--- src/rtl/snake_pkg.sv ---
// Shared definitions for the snake game's UART key path (uart_key_tx, keyboard_driver).
// Latency: n/a (types and constants only).
// Backpressure: n/a.
//
// Holds the transmitter state encoding, the ASCII direction-key codes and the
// default clock/baud settings. The PARITY state only exists when
// UART_TX_PARITY_EN is defined; the receive side must be built the same way.
package snake_pkg;

    // Default system clock and line rate.
    localparam int unsigned DEFAULT_CLK_FREQ = 100_000_000;
    localparam int unsigned DEFAULT_BAUD     = 9600;

    // Direction keys as typed on the host terminal ('1'..'9').
    localparam logic [7:0] KEY_1 = 8'h31;
    localparam logic [7:0] KEY_2 = 8'h32;
    localparam logic [7:0] KEY_3 = 8'h33;
    localparam logic [7:0] KEY_4 = 8'h34;
    localparam logic [7:0] KEY_5 = 8'h35;
    localparam logic [7:0] KEY_6 = 8'h36;
    localparam logic [7:0] KEY_7 = 8'h37;
    localparam logic [7:0] KEY_8 = 8'h38;
    localparam logic [7:0] KEY_9 = 8'h39;

    // Transmitter frame states. Encodings are fixed so the parity build and
    // the 8N1 build agree on the values of the shared states.
    typedef enum logic [2:0] {
        ST_IDLE   = 3'd0,
        ST_START  = 3'd1,
        ST_DATA   = 3'd2,
`ifdef UART_TX_PARITY_EN
        ST_PARITY = 3'd3,
`endif
        ST_STOP   = 3'd4
    } tx_state_e;

endpackage

--- src/rtl/uart_baud_tick.sv ---
// Bit-period counter: counts 0..N-1 and flags the last cycle of each bit.
// Latency: tick is combinational from the count (asserted in cycle N-1 of a bit).
// Backpressure: none; clr holds the count at zero.
//
// Ports:
//   clk  - system clock, rising edge
//   rst  - synchronous active-high reset, clears the count
//   clr  - synchronous clear; while high the count stays at 0 and tick is low
//   tick - high during the final cycle of an N-cycle bit period
module uart_baud_tick
    import snake_pkg::*;
#(
    parameter int unsigned N = 10
) (
    input  logic clk,
    input  logic rst,
    input  logic clr,
    output logic tick
);

    // N >= 2 is required by users; guard the width anyway so N=1 still elaborates.
    localparam int unsigned CW = (N > 1) ? $clog2(N) : 1;
    localparam logic [CW-1:0] LAST = CW'(N - 1);

    logic [CW-1:0] cnt_q;
    logic [CW-1:0] cnt_d;

    always_comb begin
        cnt_d = cnt_q;
        tick  = 1'b0;
        if (clr) begin
            cnt_d = '0;
        end else if (cnt_q == LAST) begin
            // Wrap so the next bit starts at count 0 with no idle cycle.
            tick  = 1'b1;
            cnt_d = '0;
        end else begin
            cnt_d = cnt_q + CW'(1);
        end
    end

    always_ff @(posedge clk) begin
        if (rst) begin
            cnt_q <= '0;
        end else begin
            cnt_q <= cnt_d;
        end
    end

endmodule

--- src/rtl/uart_key_tx.sv ---
// UART byte transmitter: start, 8 data bits LSB first, optional even parity, 1 stop.
// Latency: tx falls in the cycle after the accept edge; frame is 10*N (11*N) cycles.
// Backpressure: data_ready low for the whole frame; upstream holds data_valid/data_in.
//
// Ports:
//   clk        - system clock, rising edge
//   rst        - synchronous active-high reset, aborts any frame in flight
//   data_in    - byte to send, captured only on the accept edge
//   data_valid - data_in holds a byte to send
//   data_ready - block can accept a byte (registered, high only in IDLE)
//   tx         - serial line, idle high (registered)
//   busy       - frame in progress (registered)
//
// Build option: define UART_TX_PARITY_EN to insert an even-parity bit (11-bit frame).
module uart_key_tx
    import snake_pkg::*;
#(
    parameter int unsigned CLK_FREQ = DEFAULT_CLK_FREQ,
    parameter int unsigned BAUD     = DEFAULT_BAUD
) (
    input  logic       clk,
    input  logic       rst,
    input  logic [7:0] data_in,
    input  logic       data_valid,
    output logic       data_ready,
    output logic       tx,
    output logic       busy
);

    // Cycles per bit, truncated.
    localparam int unsigned BAUD_DIV = CLK_FREQ / BAUD;

    tx_state_e  state_q,      state_d;
    logic [7:0] shift_q,      shift_d;
    logic [2:0] bit_idx_q,    bit_idx_d;
    logic       tx_q,         tx_d;
    logic       data_ready_q, data_ready_d;
    logic       busy_q,       busy_d;
`ifdef UART_TX_PARITY_EN
    // The shift register is consumed as bits go out, so parity is taken
    // from data_in at accept time and held for the parity slot.
    logic       parity_q,     parity_d;
`endif

    logic accept;
    logic bit_end;

    // Counter is held at zero in IDLE, so the start bit begins at count 0
    // on the cycle after accept.
    uart_baud_tick #(
        .N (BAUD_DIV)
    ) u_baud_tick (
        .clk  (clk),
        .rst  (rst),
        .clr  (state_q == ST_IDLE),
        .tick (bit_end)
    );

    assign accept = data_valid & data_ready_q;

    // Next-state and datapath.
    always_comb begin
        state_d   = state_q;
        shift_d   = shift_q;
        bit_idx_d = bit_idx_q;
`ifdef UART_TX_PARITY_EN
        parity_d  = parity_q;
`endif
        case (state_q)
            ST_IDLE: begin
                if (accept) begin
                    shift_d   = data_in;
                    bit_idx_d = 3'd0;
`ifdef UART_TX_PARITY_EN
                    parity_d  = ^data_in;
`endif
                    state_d   = ST_START;
                end
            end
            ST_START: begin
                if (bit_end) begin
                    bit_idx_d = 3'd0;
                    state_d   = ST_DATA;
                end
            end
            ST_DATA: begin
                if (bit_end) begin
                    shift_d   = {1'b0, shift_q[7:1]};
                    bit_idx_d = bit_idx_q + 3'd1;
                    if (bit_idx_q == 3'd7) begin
`ifdef UART_TX_PARITY_EN
                        state_d = ST_PARITY;
`else
                        state_d = ST_STOP;
`endif
                    end
                end
            end
`ifdef UART_TX_PARITY_EN
            ST_PARITY: begin
                if (bit_end) begin
                    state_d = ST_STOP;
                end
            end
`endif
            ST_STOP: begin
                if (bit_end) begin
                    state_d = ST_IDLE;
                end
            end
            default: begin
                state_d = ST_IDLE;
            end
        endcase
    end

    // Outputs are registered from the next state, so the line level changes
    // exactly on the edge where a bit boundary is crossed and never between.
    always_comb begin
        tx_d         = 1'b1;
        data_ready_d = (state_d == ST_IDLE);
        busy_d       = (state_d != ST_IDLE);
        case (state_d)
            ST_IDLE:   tx_d = 1'b1;
            ST_START:  tx_d = 1'b0;
            ST_DATA:   tx_d = shift_d[0];
`ifdef UART_TX_PARITY_EN
            ST_PARITY: tx_d = parity_d;
`endif
            ST_STOP:   tx_d = 1'b1;
            default:   tx_d = 1'b1;
        endcase
    end

    // Reset takes priority over an accept in the same cycle.
    always_ff @(posedge clk) begin
        if (rst) begin
            state_q      <= ST_IDLE;
            shift_q      <= 8'h00;
            bit_idx_q    <= 3'd0;
            tx_q         <= 1'b1;
            data_ready_q <= 1'b1;
            busy_q       <= 1'b0;
`ifdef UART_TX_PARITY_EN
            parity_q     <= 1'b0;
`endif
        end else begin
            state_q      <= state_d;
            shift_q      <= shift_d;
            bit_idx_q    <= bit_idx_d;
            tx_q         <= tx_d;
            data_ready_q <= data_ready_d;
            busy_q       <= busy_d;
`ifdef UART_TX_PARITY_EN
            parity_q     <= parity_d;
`endif
        end
    end

    assign tx         = tx_q;
    assign data_ready = data_ready_q;
    assign busy       = busy_q;

endmodule

--- config.mk ---
export PLATFORM = sky130hd
export DESIGN_NAME = uart_key_tx
export DESIGN_NICKNAME = d
export VERILOG_FILES = /design/src/rtl/snake_pkg.sv /design/src/rtl/uart_baud_tick.sv /design/src/rtl/uart_key_tx.sv
export SDC_FILE = /design/constraint.sdc
export NUM_CORES = 1
export LEC_CHECK = 0
export BUFFER_PORTS_ARGS = -buffer_cell sky130_fd_sc_hd__buf_2
export CAP_MARGIN = 15
export CORE_MARGIN = 1
export CORE_UTILIZATION = 57
export DETAILED_ROUTE_END_ITERATION = 10
export PLACE_DENSITY_LB_ADDON = 0.15
export SYNTH_ARGS = -nofsm -noshare
export SYNTH_HDL_FRONTEND = slang
export SYNTH_SLANG_ARGS = --single-unit
--- constraint.sdc ---
create_clock -name clk -period 2.6 [get_ports clk]
set_input_delay 0.26 -clock clk [delete_from_list [all_inputs] [get_ports clk]]
set_output_delay 0.26 -clock clk [all_outputs]
set_load 0.005 [all_outputs]
# Yosys cells after proc, flatten, opt, wreduce, memory -nomap -nowiden
# Index checks and enable logic that the tools add are counted.
totals:
  register_bits: 31
  latch_bits: 0
  ramBits: 0
  rom_bits: 0
  in_bits: 11
  output_inout_bits: 3
  wordCells: 45
  memories: 0
op_classes:
  add_sub_neg: 2
  multipliers: 0
  div: 0
  order_cmp: 0
  n_eq_ne: 10
  shifts: 0
  muxes: 16
  bitwise_logic: 1
  reduce_logical: 8
op_table:
  columns: ["operator", "count"]
  rows:
  - ["3-bit 2-to-1 mux", 8]
  - ["8-bit 2-to-1 mux", 2]
  - ["8-bit case mux with 2 select lines", 1]
  - ["14-bit by 1-bit adder with 14-bit output, second input constant", 1]
  - ["14-bit equality test, second input constant", 1]
  - ["3-bit case mux with 4 select lines", 1]
  - ["3-bit case mux with 3 select lines", 1]
  - ["3-bit by 1-bit equality test with 1-bit output, second input constant", 2]
  - ["3-bit by 2-bit equality test with 1-bit output, second input constant", 2]
  - ["3-bit equality test, second input constant", 2]
  - ["3-bit zero test", 2]
  - ["2-bit != test, second input constant", 3]
  - ["3-bit nonzero test", 2]
  - ["4-bit AND reduction", 1]
  - ["3-bit by 1-bit adder with 3-bit output, second input constant", 1]
  - ["3-bit AND reduction", 1]
  - ["3-bit OR reduction", 1]
  - ["1-bit 2-to-1 mux", 2]
  - ["1-bit case mux with 2 select lines", 1]
  - ["2-bit nonzero test", 1]
  - ["1-bit bitwise AND", 1]

# Longest topological paths before layout
# Gate-level depths: netlist of run 1.
logic_depth:
  word_depth: 7
  mapped_depth: 7
  ltp_nobuf: 6

# Cells and area by module
# A second synthesis of run 1 with hierarchy kept.
hier_totals:
  cells_unflattened: 152
  area_unflattened_um2: 1403.8
by_module_without_submodules:
  columns: ["module", "instances", "cells_each", "area_per_inst_um2", "seq_area_each_um2"]
  rows:
  - ["uart_key_tx", 1, 82, 783.3, 340.3]
  - ["uart_baud_tick", 1, 70, 620.6, 280.3]

# Worst setup path after synthesis of run 1
# OpenSTA, ideal clock, no wires.
synth_path:
  kind: "flip-flop to flip-flop"
  start: "reg u_baud_tick.cnt_q[9]"
  end: "reg bit_idx_q[0]"
  setup_time_ns: 0.088
  t_arrival_ns: 1.850
  required_ns: 2.512
  path_slack_ns: 0.662
  stages_incl_launch_ff: 7
  path_buffers: 1
  synth_period_minus_slack_ns: 1.938
  cell_sequence: "dfxtp_1 > or4b_4 > nor4_4 > and3_1 > buf_4 > nor2_1 > a311oi_2"
synth_via:
  elab_chain_cells: 5
  word_cells_on_any_way: 6
  classes_between: "3 x eq/ne; 2 x mux; 1 x reduce/logical"
synth_rtl:
  columns: ["item", "line", "rtl"]
  rows:
  - ["start, declared", "uart_baud_tick.sv:25", "logic [CW-1:0] cnt_q;"]
  - ["start signal, assigned", "uart_baud_tick.sv:46", "cnt_q <= cnt_d;"]
  - ["14-bit equality test (*)", "uart_baud_tick.sv:33", "end else if (cnt_q == LAST) begin"]
  - ["1-bit 2-to-1 mux (*)", "uart_baud_tick.sv:33", null]
  - ["1-bit 2-to-1 mux (*)", "uart_baud_tick.sv:31", "if (clr) begin"]
  - ["2-bit != test (no line)", null, null]
  - ["4-bit AND reduction (no line) (*)", null, null]
  - ["end signal, assigned", "uart_key_tx.sv:150", "bit_idx_q <= bit_idx_d;"]
  - ["end, declared", "uart_key_tx.sv:35", "logic [2:0] bit_idx_q, bit_idx_d;"]
# Mark *: on every way between the ends. The rest lies on a longest branch, timed or not.
# A chain may end at the register's enable or synchronous reset.

# Worst setup path in the final report of run 1
layout_path:
  start: "reg u_baud_tick.cnt_q[9]"
  end: "reg bit_idx_q[1]"
# Same word-level chain as after synthesis.

==> metrics, run 1 <==
post-placement cell area=1460 um^2; fmax=between 400 and 500 MHz; Post-Syn Area=1400 um^2; vias=approximately 1200; critical path arrival=roughly 2200 ps; die area=between 2000 and 3000 um^2; setup_tns=0 ps; antenna cell count=0; Syn Area/Cell=8.70 um^2; initial antenna violation count=0; Synth area leaders=dfxtp_1 44%, nor2_1 6.2%, xor2_1 4.4%; Netlist cell types=37; hpwl dp=1.91 mm; I/O pin count=14; largest net degree at the start of global routing=18; most frequent cells in the layout=31 x dfxtp_1, 23 x nor2_1, 16 x nand2_1, 13 x buf_2, 9 x a21oi_1; RD Place Congestion=~0.84; post-synthesis cell count=between 150 and 200; register area share after synthesis=0.443; drt wl/cell=about 14 um; Hold Vio Cnt, Final=0; H-tree depth=2; Setup CP Type=register to register; fin crit period=between 2000 and 2500 ps; final hold slack=about 180 ps; CP max-delay cell=or4b_4; std cell rows=17; Worst Tran Pin Value=~570 ps; top cell type's share of synthesized area=0.443; GRT Util Overall=0.237; Synth Area in Compound Gates=0.161; total core area=approximately 2300 um^2; leakage power=~0.00056 uW; Layout Nets=roughly 190; cells resized by post-CTS repair=0; Worst path max stage delay=between 500 and 600 ps; worst hold-check path type=input port to register; Iter 0 DRT Violations=38; RSZ-0062 raised after global routing=false; Clk Latency, worst-skew pair=a little over 300 ps; crit-path cells=or4b_4, nor4_4, buf_4, a21oi_1, o21ai_1, a211oi_1; cts hold-fix bufs=0; final max-slew violation count=0; CTS clk-pin slew, worst paths=~100 ps; simple-gate share of the synthesized area=0.249; Seq cells post-synth=31; Setup Fix Bufs, Post-CTS=0; period utilization=0.787; Mapped Nets=around 180; Yosys warning total=0; Finish-stage setup viols=0; outcome=complete, no violations; Max FO, Critical Path=16; placed cell count=192; Die Span Y=between 50 and 60 um; TritonCTS clock tree=done; clock sinks=31; 1st-pass router iterations=4; grt ovf=0; I/O Buffers=13; Post-DRT Antenna Nets=0; final cell count without fillers=200; Clock Skews=about 6.5 ps; CTS Buffer Depth=2; Synth Area in Adders=0.0268; flip-flop and latch area=approximately 620 um^2; Peak VDD IR=slightly below 0.0004 V; starting density of the core=0.622; startpoint types=register; commonest non-fill, non-tap cell in the layout=dfxtp_1; post-synth top area cell=dfxtp_1; Clock Tree Root=clkbuf_4; power per cell area=approximately 550 nW/um^2; max_cap viols=0; Slew headroom=0.620; layout cell share with drive strength beyond 1=0.134; number of global-route vias before repair=between 1000 and 1500; drt total wl=between 2 and 3 mm; post-synthesis mux area share=0; first-pass GRT wire length=4.54 mm; largest family of logic cells by synthesized area=simple AND/OR/NAND/NOR gates; Die W=approximately 52 um; Layout area overhead=7.77%; Remaining DRCs=0; Filler cells=around 210; CTS buffer count=5; DR vias/cell=around 5.9; Worst EP required=2790 ps; crit path capture type=register; post-route cell area=about 1500 um^2; Post-Synth XOR/XNOR Area=0.0750; multi-input logic area=between 700 and 800 um^2; Core Util, Final=0.670
cell usage after synthesis:
cell type,number
o21ai_0,2
clkbuf_1,7
nand2b_1,1
or4b_4,1
clkbuf_2,1
and3_1,7
o21ai_1,1
nand4_1,2
nand3_1,4
and4_1,1
a22oi_1,6
o311ai_0,1
a311oi_2,1
o32a_1,1
nand2_1,16
nor3_1,3
nand4b_1,1
or3b_1,1
dfxtp_1,31
nand3b_1,1
a21boi_1,1
buf_2,2
or4bb_1,1
nor2_1,23
a21oi_1,9
nor2b_1,2
a41oi_1,2
o32ai_1,1
a31oi_1,6
buf_4,1
a211oi_1,2
xor2_1,7
nor4_4,1
or3_1,2
inv_1,4
xnor2_1,5
ha_1,3
state kept, by name, indices dropped and copies added, names as in the netlist:
name,count
data_ready,1
shift_q,8
busy,1
u_baud_tick.cnt_q,14
state_q,3
tx,1
bit_idx_q,3
logic make-up after synthesis:
kind of cell    after synthesis
buf+inv                      15
simple gates                 67
flops                        31
fa+ha+maj                     3
compound gates               33
xor+xnor                     12
area by class of cell:
type,count,share of cell area
well taps,28,0.0232
flip-flops and latches,31,0.411
clock buffers,7,0.0298
repair buffers,14,0.0481
inverters,4,0.00994
multi-input cells,115,0.475
clock inverters,1,0.00331
worst max-delay path: cells and delay by family, from the launching register on:
| family | cells | cell delay [ps] |
|---|---|---|
| simple gates | 2 | 840 |
| compound gates | 3 | 470 |
| flops | 1 | 350 |
| buf+inv | 1 | 250 |
path summary, 6_finish.rpt:
kind,startpoint,endpoint,slack (ps),cells past startpoint
worst max register to register,u_baud_tick.cnt_q[9],bit_idx_q[1],550,6
worst max-delay path,u_baud_tick.cnt_q[9],bit_idx_q[1],550,6
worst min register to register,u_baud_tick.cnt_q[0],u_baud_tick.cnt_q[0],450,1
worst min-delay path,data_in[7],shift_q[7],180,3
power breakdown:
| part | leakage, uW | switching (uW) | internal (uW) | total [uW] |
|---|---|---|---|---|
| Combinational | 0.000281 | 37.6 | 27.2 | 64.8 |
| Sequential | 0.000252 | 12.4 | 491 | 503 |
| Clock | 0.0000293 | 154 | 105 | 259 |
per-layer routing:
metal | vias up | wire length [um] | global-route usage
met5 | - | 0 | 0
met4 | 0 | 17 | 0.0856
met3 | 2 | 138 | 0.0906
met2 | 40 | 1300 | 0.385
met1 | 552 | 1270 | 0.283
li1 | 585 | - | -
metrics by stage:
stage / total power, uW / worst slack [ps]
detailed placement: 579 / 591
global route: 873 / 442
finish: 827 / 553
CTS: 832 / 579
floorplan: 558 / 662
global placement: 575 / 665
No activity file was read; power rests on OpenSTA's default activity.
==> run 2: changes to the inputs <==
--- a/config.mk
+++ b/config.mk
@@ -5,10 +5,11 @@
 export SDC_FILE = /design/constraint.sdc
 export NUM_CORES = 1
 export LEC_CHECK = 0
+export ABC_AREA = 1
 export BUFFER_PORTS_ARGS = -buffer_cell sky130_fd_sc_hd__buf_2
 export CAP_MARGIN = 15
 export CORE_MARGIN = 1
-export CORE_UTILIZATION = 57
+export CORE_UTILIZATION = 52
 export DETAILED_ROUTE_END_ITERATION = 10
 export PLACE_DENSITY_LB_ADDON = 0.15
 export SYNTH_ARGS = -nofsm -noshare
==> constraint.sdc (replaced) <==
create_clock -name clk -period 1.84 [get_ports clk]
set_input_delay 0.184 -clock clk [delete_from_list [all_inputs] [get_ports clk]]
set_output_delay 0.184 -clock clk [all_outputs]
set_load 0.005 [all_outputs]
==> run 2 against run 1 <==
Effect of this change:
- first-iteration DRC count is 32% higher
- via count up 13%
- final cell count is 32% higher
- largest cell class unchanged
- register-to-register slack worse by 290 ps
- largest power group unchanged
- global-route usage fell by 4.4 points
- die area up 23%
- wire length decreased by 2.5%
- power increased by 73%
- sequential share of layout area down 6.0 points
- core utilization decreased by 4.4 points
- non-clock buffer count is 1 lower
- worst setup slack lost 290 ps
==> metrics, run 2 <==
top cell type's share of synthesized area=0.391; starting density of the core=0.560; Seq cells post-synth=31; Top Layer Used=met4; multi-input logic area=between 800 and 900 um^2; std cell rows=19; met2 WL=roughly 1.3 mm; RSZ-0062 raised after global routing=false; Worst path max stage delay=roughly 360 ps; CP max-delay cell=dfxtp_1; Worst EP required=roughly 2100 ps; clock sinks=31; leakage power=just over 0.0008 uW; Clk Latency, worst-skew pair=roughly 320 ps; routed metal-1 wire length=approximately 1.2 mm; critical path arrival=1800 ps; TritonCTS clock tree=done; die area=3270 um^2; commonest non-fill, non-tap cell in the layout=nand2_1; number of global-route vias before repair=roughly 1200; period utilization=0.857; startpoint types=register; crit path capture type=register; antenna cell count=0; drt wl/cell=10.1 um; cts hold-fix bufs=0; top-count cell post-synth=nand2_1; register area share after synthesis=0.391; Yosys warning total=0; I/O Buffers=13; Layout area overhead=11.7%; flip-flop and latch area=just over 600 um^2; Max FO, Critical Path=7; Slew headroom=0.715; post-synthesis cell count=around 210; most frequent cells in the layout=46 x nand2_1, 31 x dfxtp_1, 26 x inv_1, 22 x a21oi_1, 21 x nor2_1; post-synth top area cell=dfxtp_1; CTS buffer count=5; Post-DRT Antenna Nets=0; Post-Syn Area=around 1600 um^2; vias=1329; Peak VDD IR=0.000511 V; I/O pin count=14; Post-synth EDFFs=0; post-synthesis async set-or-reset flop share=0; H-tree depth=2; crit-path cells=ha_1, nand3_1, nor2_4, nand2_8, nor2_8, nand2_2, nand2_2, inv_1, nand2_1, nand2_1; max FFs per register=14; grt ovf=0; initial antenna violation count=0; Setup CP Type=register to register; Synth area leaders=dfxtp_1 39%, nand2_1 11%, a21oi_1 6.9%; max_cap viols=0; largest net degree at the start of global routing=11; dpl ws=roughly 280 ps; top post-synthesis cells by count=46 x nand2_1, 31 x dfxtp_1, 26 x inv_1; outcome=complete, no violations; main flop type after synthesis=dfxtp_1; hpwl dp=between 2 and 2.5 mm; CTS Buffer Depth=2; first-pass GRT wire length=around 5 mm; cells resized by post-CTS repair=0; setup_tns=0 ps; DR vias/cell=approximately 5.1; Clock Tree Root=clkbuf_4; layout cell share with drive strength beyond 1=0.224; setup slack after layout=~260 ps; final max-slew violation count=0; Clock Skews=7.82 ps; Worst Tran Pin Value=~420 ps; RD Place Congestion=between 0.7 and 0.8; Mapped Nets=roughly 230; power per cell area=around 810 nW/um^2; Hold Vio Cnt, Final=0; worst hold-check path type=input port to register; Finish-stage setup viols=0; Remaining DRCs=0; Die W=~57 um; Setup Fix Bufs, Post-CTS=0; total core area=between 2000 and 3000 um^2; fin crit period=between 1500 and 2000 ps; Netlist cell types=27; drt total wl=2.66 mm; fmax=634 MHz; GRT Util Overall=0.193; CTS clk-pin slew, worst paths=roughly 100 ps; Filler cells=about 260; Most flops, register=u_baud_tick.cnt_q; PnR Total Power=roughly 1400 uW; largest registers=u_baud_tick.cnt_q (14), shift_q (8); Die Span Y=approximately 57 um; Iter 0 DRT Violations=50; Layout Nets=approximately 250; met3 routed WL=~110 um; 1st-pass router iterations=4; Syn Area/Cell=roughly 7.5 um^2
## run 2: cell count changes in the layout (fill, tap and decap cells not counted), moves of 4 or more
cell,delta
nand2_1,+30
inv_1,+22
a21oi_1,+13
nand3_1,+8
and3_1,-7
a22oi_1,-6
inv_2,+6
nor2_2,+6
xor2_1,-6
a31oi_1,-5
nand2_2,+5
xnor2_1,-4
## run 2: power breakdown
| group | total (uW) | internal [uW] | switching [uW] |
|---|---|---|---|
| logic | 164 | 64.1 | 99.6 |
| registers | 716 | 701 | 15.2 |
| clock network | 552 | 321 | 231 |
## run 2: kinds of logic after synthesis
group                    count (synthesis)  share of synthesized area
AO/OA/AOI/OAI                           27                     0.0892
XOR/XNOR                                 2                     0.0111
adder cells (fa/ha/maj)                  3                     0.0237
buffers and inverters                   35                     0.0852
flip-flops                              31                      0.391
AND/OR/NAND/NOR                        114                      0.399
## run 2: critical path, delay by kind of cell (launching register included)
family	cells	cell delay [ps]
buf+inv	1	40
flops	1	360
simple gates	8	870
fa+ha+maj	1	190
## run 2: worst paths after layout
kind,from,endpoint,slack (ps),depth (start not counted)
worst min register to register,u_baud_tick.cnt_q[0],u_baud_tick.cnt_q[0],450,1
worst max register to register,u_baud_tick.cnt_q[0],data_ready,260,10
worst min-delay path,data_in[7],shift_q[7],110,3
worst max-delay path,u_baud_tick.cnt_q[0],data_ready,260,10
## run 2: metal layers
layer / vias to the layer above / GRT usage
met5: - / 0
li1: 711 / -
met2: 24 / 0.316
met1: 586 / 0.229
met4: 0 / 0.0976
met3: 8 / 0.0590
## run 2: cell type report
class,instances,share of cell area
clock buffer,6,0.0290
clock inverter,2,0.0198
inverter,34,0.0735
multi-input combinational,146,0.469
sequential,31,0.351
tap,31,0.0219
timing repair buffer,13,0.0367
## run 2: metrics by stage
step	area (um^2)	hold slack (ps)	util	std cells
global route	1770	124	0.626	263
finish	1770	112	0.626	263
global placement	1680	430	0.595	255
floorplan	1590	331	-	212
CTS	1770	100	0.626	263
detailed placement	1680	439	0.595	255
==> run 3: changes to the inputs <==
--- a/config.mk
+++ b/config.mk
@@ -10,8 +10,10 @@
 export CAP_MARGIN = 15
 export CORE_MARGIN = 1
 export CORE_UTILIZATION = 52
+export CTS_CLUSTER_DIAMETER = 40
 export DETAILED_ROUTE_END_ITERATION = 10
 export PLACE_DENSITY_LB_ADDON = 0.15
 export SYNTH_ARGS = -nofsm -noshare
 export SYNTH_HDL_FRONTEND = slang
+export SYNTH_HIERARCHICAL = 1
 export SYNTH_SLANG_ARGS = --single-unit
==> run 3 against run 2 <==
Effect of this change:
- the flow now finishes with violations (DRC)
- clock power fell by 15%
- first-iteration DRC count rose by 150%
- sequential share of layout area fell by 1.5 points
- worst setup slack got worse by 120 ps
- critical path type unchanged
- largest cell class unchanged
==> metrics, run 3 <==
outcome=complete, but fails checks; max_cap viols=0; Worst Tran Pin Value=between 400 and 500 ps; Layout area overhead=17.0%; antenna cell count=0; 1st-pass router iterations=7; Die Span Y=~57 um; GRT Util Overall=0.210; Buffers & Inverters on Critical Path=2; setup_tns=0 ps; Remaining DRCs=1; cts hold-fix bufs=0; cell family with most CP delay=simple AND/OR/NAND/NOR gates; vias=about 1500; Clk Latency, worst-skew pair=about 340 ps; Syn Area/Cell=~6.9 um^2; drt wl/cell=~11 um; H-tree depth=2; Synth area leaders=dfxtp_1 39%, nand2_1 14%, nor2_1 9.4%; post-synthesis async set-or-reset flop share=0; Setup CP Type=register to register; Finish-stage setup viols=0; commonest non-fill, non-tap cell in the layout=nand2_1; Core Util, Final=0.663; most frequent cells in the layout=61 x nand2_1, 38 x nor2_1, 25 x dfxtp_1, 23 x inv_1, 15 x a21oi_1; Worst EP required=between 2000 and 2500 ps; DR vias/cell=5.17; Peak VDD IR=around 0.00054 V; clock sinks=31; Mapped Nets=roughly 250; final max-slew violation count=0; initial antenna violation count=0; I/O Buffers=13; Filler cells=252; leakage power=approximately 0.00076 uW; crit path capture type=register; TritonCTS clock tree=done; multi-input logic area=878 um^2; Netlist cell types=27; Seq cells post-synth=31; Layout Nets=274; Most flops, register=u_baud_tick/cnt_q; period utilization=0.922; largest registers=u_baud_tick/cnt_q (14), shift_q (8); post-synth top area cell=dfxtp_1; fin crit period=1700 ps; post-placement cell area=approximately 1700 um^2; Post-synth EDFFs=0; top cell type's share of synthesized area=0.388; main flop type after synthesis=dfxtp_1; CTS Buffer Depth=2; starting density of the core=0.566; register area share after synthesis=0.387; final cell count without fillers=around 290; top post-synthesis cells by count=61 x nand2_1, 40 x nor2_1, 31 x dfxtp_1; Worst path max stage delay=380 ps; total core area=~2800 um^2; Die W=57.5 um; Iter 0 DRT Violations=~120; worst hold-check path type=input port to register; grt ovf=0; CP max-delay cell=dfxtp_2; flip-flop and latch area=between 600 and 700 um^2; failing checks=DRC; placed cell count=~280; Yosys warning total=6; max FFs per register=14; fmax=590 MHz; Slew headroom=0.684; startpoint types=register; Clock Skews=about 9.7 ps; number of global-route vias before repair=1327; first-pass GRT wire length=roughly 5.2 mm; Hold Vio Cnt, Final=0; largest net degree at the start of global routing=14; CTS clk-pin slew, worst paths=between 100 and 150 ps; Post-Syn Area=1600 um^2; die area=between 3000 and 4000 um^2; drt total wl=roughly 3.3 mm; crit-path cells=nand4_1, nor2_4, nand4_1, nor2_4, inv_2, nand4_1, o21ai_1, nand2_1, nand2_2, nor2_4, inv_2; layout cell share with drive strength beyond 1=0.241; post-synthesis cell count=roughly 230; hpwl dp=about 2.2 mm; critical path arrival=about 1900 ps; RD Place Congestion=roughly 0.86; post-route cell area=1870 um^2; Post-DRT Antenna Nets=0; Clock Tree Root=clkbuf_4; I/O pin count=14; std cell rows=19; CTS buffer count=5; top-count cell post-synth=nand2_1; power per cell area=~690 nW/um^2; Max FO, Critical Path=5
[run 3: changes by cell type in the layout (fill, tap and decap cells not counted), sizes merged, moves of 4 or more]
| cell | delta |
|---|---|
| a21oi | -7 |
| buf | +10 |
| nand2 | +13 |
| nand4 | +4 |
| nor2 | +13 |
| nor3 | -4 |
| xor2 | +4 |
[run 3: per-layer routing]
| layer | share of wire | vias to the layer above | wire length, um | global-route usage |
|---|---|---|---|---|
| met2 | 0.49 | 49 | 1600 | 0.379 |
| met5 | 0 | - | 0 | 0 |
| li1 | - | 781 | - | - |
| met4 | 0.022 | 0 | 72 | 0.108 |
| met3 | 0.048 | 11 | 157 | 0.0476 |
| met1 | 0.44 | 668 | 1420 | 0.227 |
[run 3: cell type report]
class / instances / share of cell area
timing repair buffer: 23 / 0.0768
sequential: 31 / 0.335
clock buffer: 7 / 0.0347
clock inverter: 1 / 0.00401
inverter: 30 / 0.0601
multi-input combinational: 169 / 0.469
tap: 31 / 0.0207
[run 3: where the power goes]
group / leakage (uW) / switching (uW) / internal [uW]
Sequential: 0.000255 / 15.1 / 694
Clock: 0.0000375 / 246 / 223
Combinational: 0.000470 / 70.8 / 48.8
Total: 0.000762 / 332 / 966
[run 3: logic make-up (layout without fill, tap and decap cells)]
| family | count (synthesis) | in the layout | share of synthesized area |
|---|---|---|---|
| DFF | 31 | 31 | 0.388 |
| buffers and inverters | 33 | 61 | 0.0828 |
| adders and majority gates | 3 | 3 | 0.0234 |
| xor gates and xnor gates | 6 | 6 | 0.0328 |
| and+or+nand+nor | 139 | 139 | 0.402 |
| AOI/OAI and AO/OA | 21 | 21 | 0.0711 |
[run 3: worst reg2reg max path: stages (launching register included)]
cell     delay [ps]
dfxtp_2         380
nand4_1         170
nor2_4          130
nand4_1         150
nor2_4          210
inv_2            90
nand4_1          90
o21ai_1          70
nand2_1          90
nand2_2          80
nor2_4          110
inv_2            30
[run 3: worst paths after layout]
kind | startpoint | end | slack (ps) | cells past startpoint
worst max-delay path | u_baud_tick/cnt_q[11] | busy | 140 | 11
worst min-delay path | data_in[7] | shift_q[7] | 80 | 3
worst max register to register | u_baud_tick/cnt_q[11] | busy | 140 | 11
worst min register to register | shift_q[7] | shift_q[7] | 470 | 2
[run 3: metrics by stage]
stage          setup WS [ps]  total power (uW)  hold slack (ps)
2_1_floorplan            147               803              331
6_report                 144              1300             79.7
3_5_place_dp            40.7               840              445
4_1_cts                 61.2              1300             81.1
5_1_grt                -1.18              1360             98.2
3_3_place_gp             105               839              445
[run 3: what timing repair did]
item	in CTS	in global routing
gates resized for setup	1	18
setup buffers	0	2
pin swaps	0	9
setup endpoints to repair	2	14
cloned	0	0
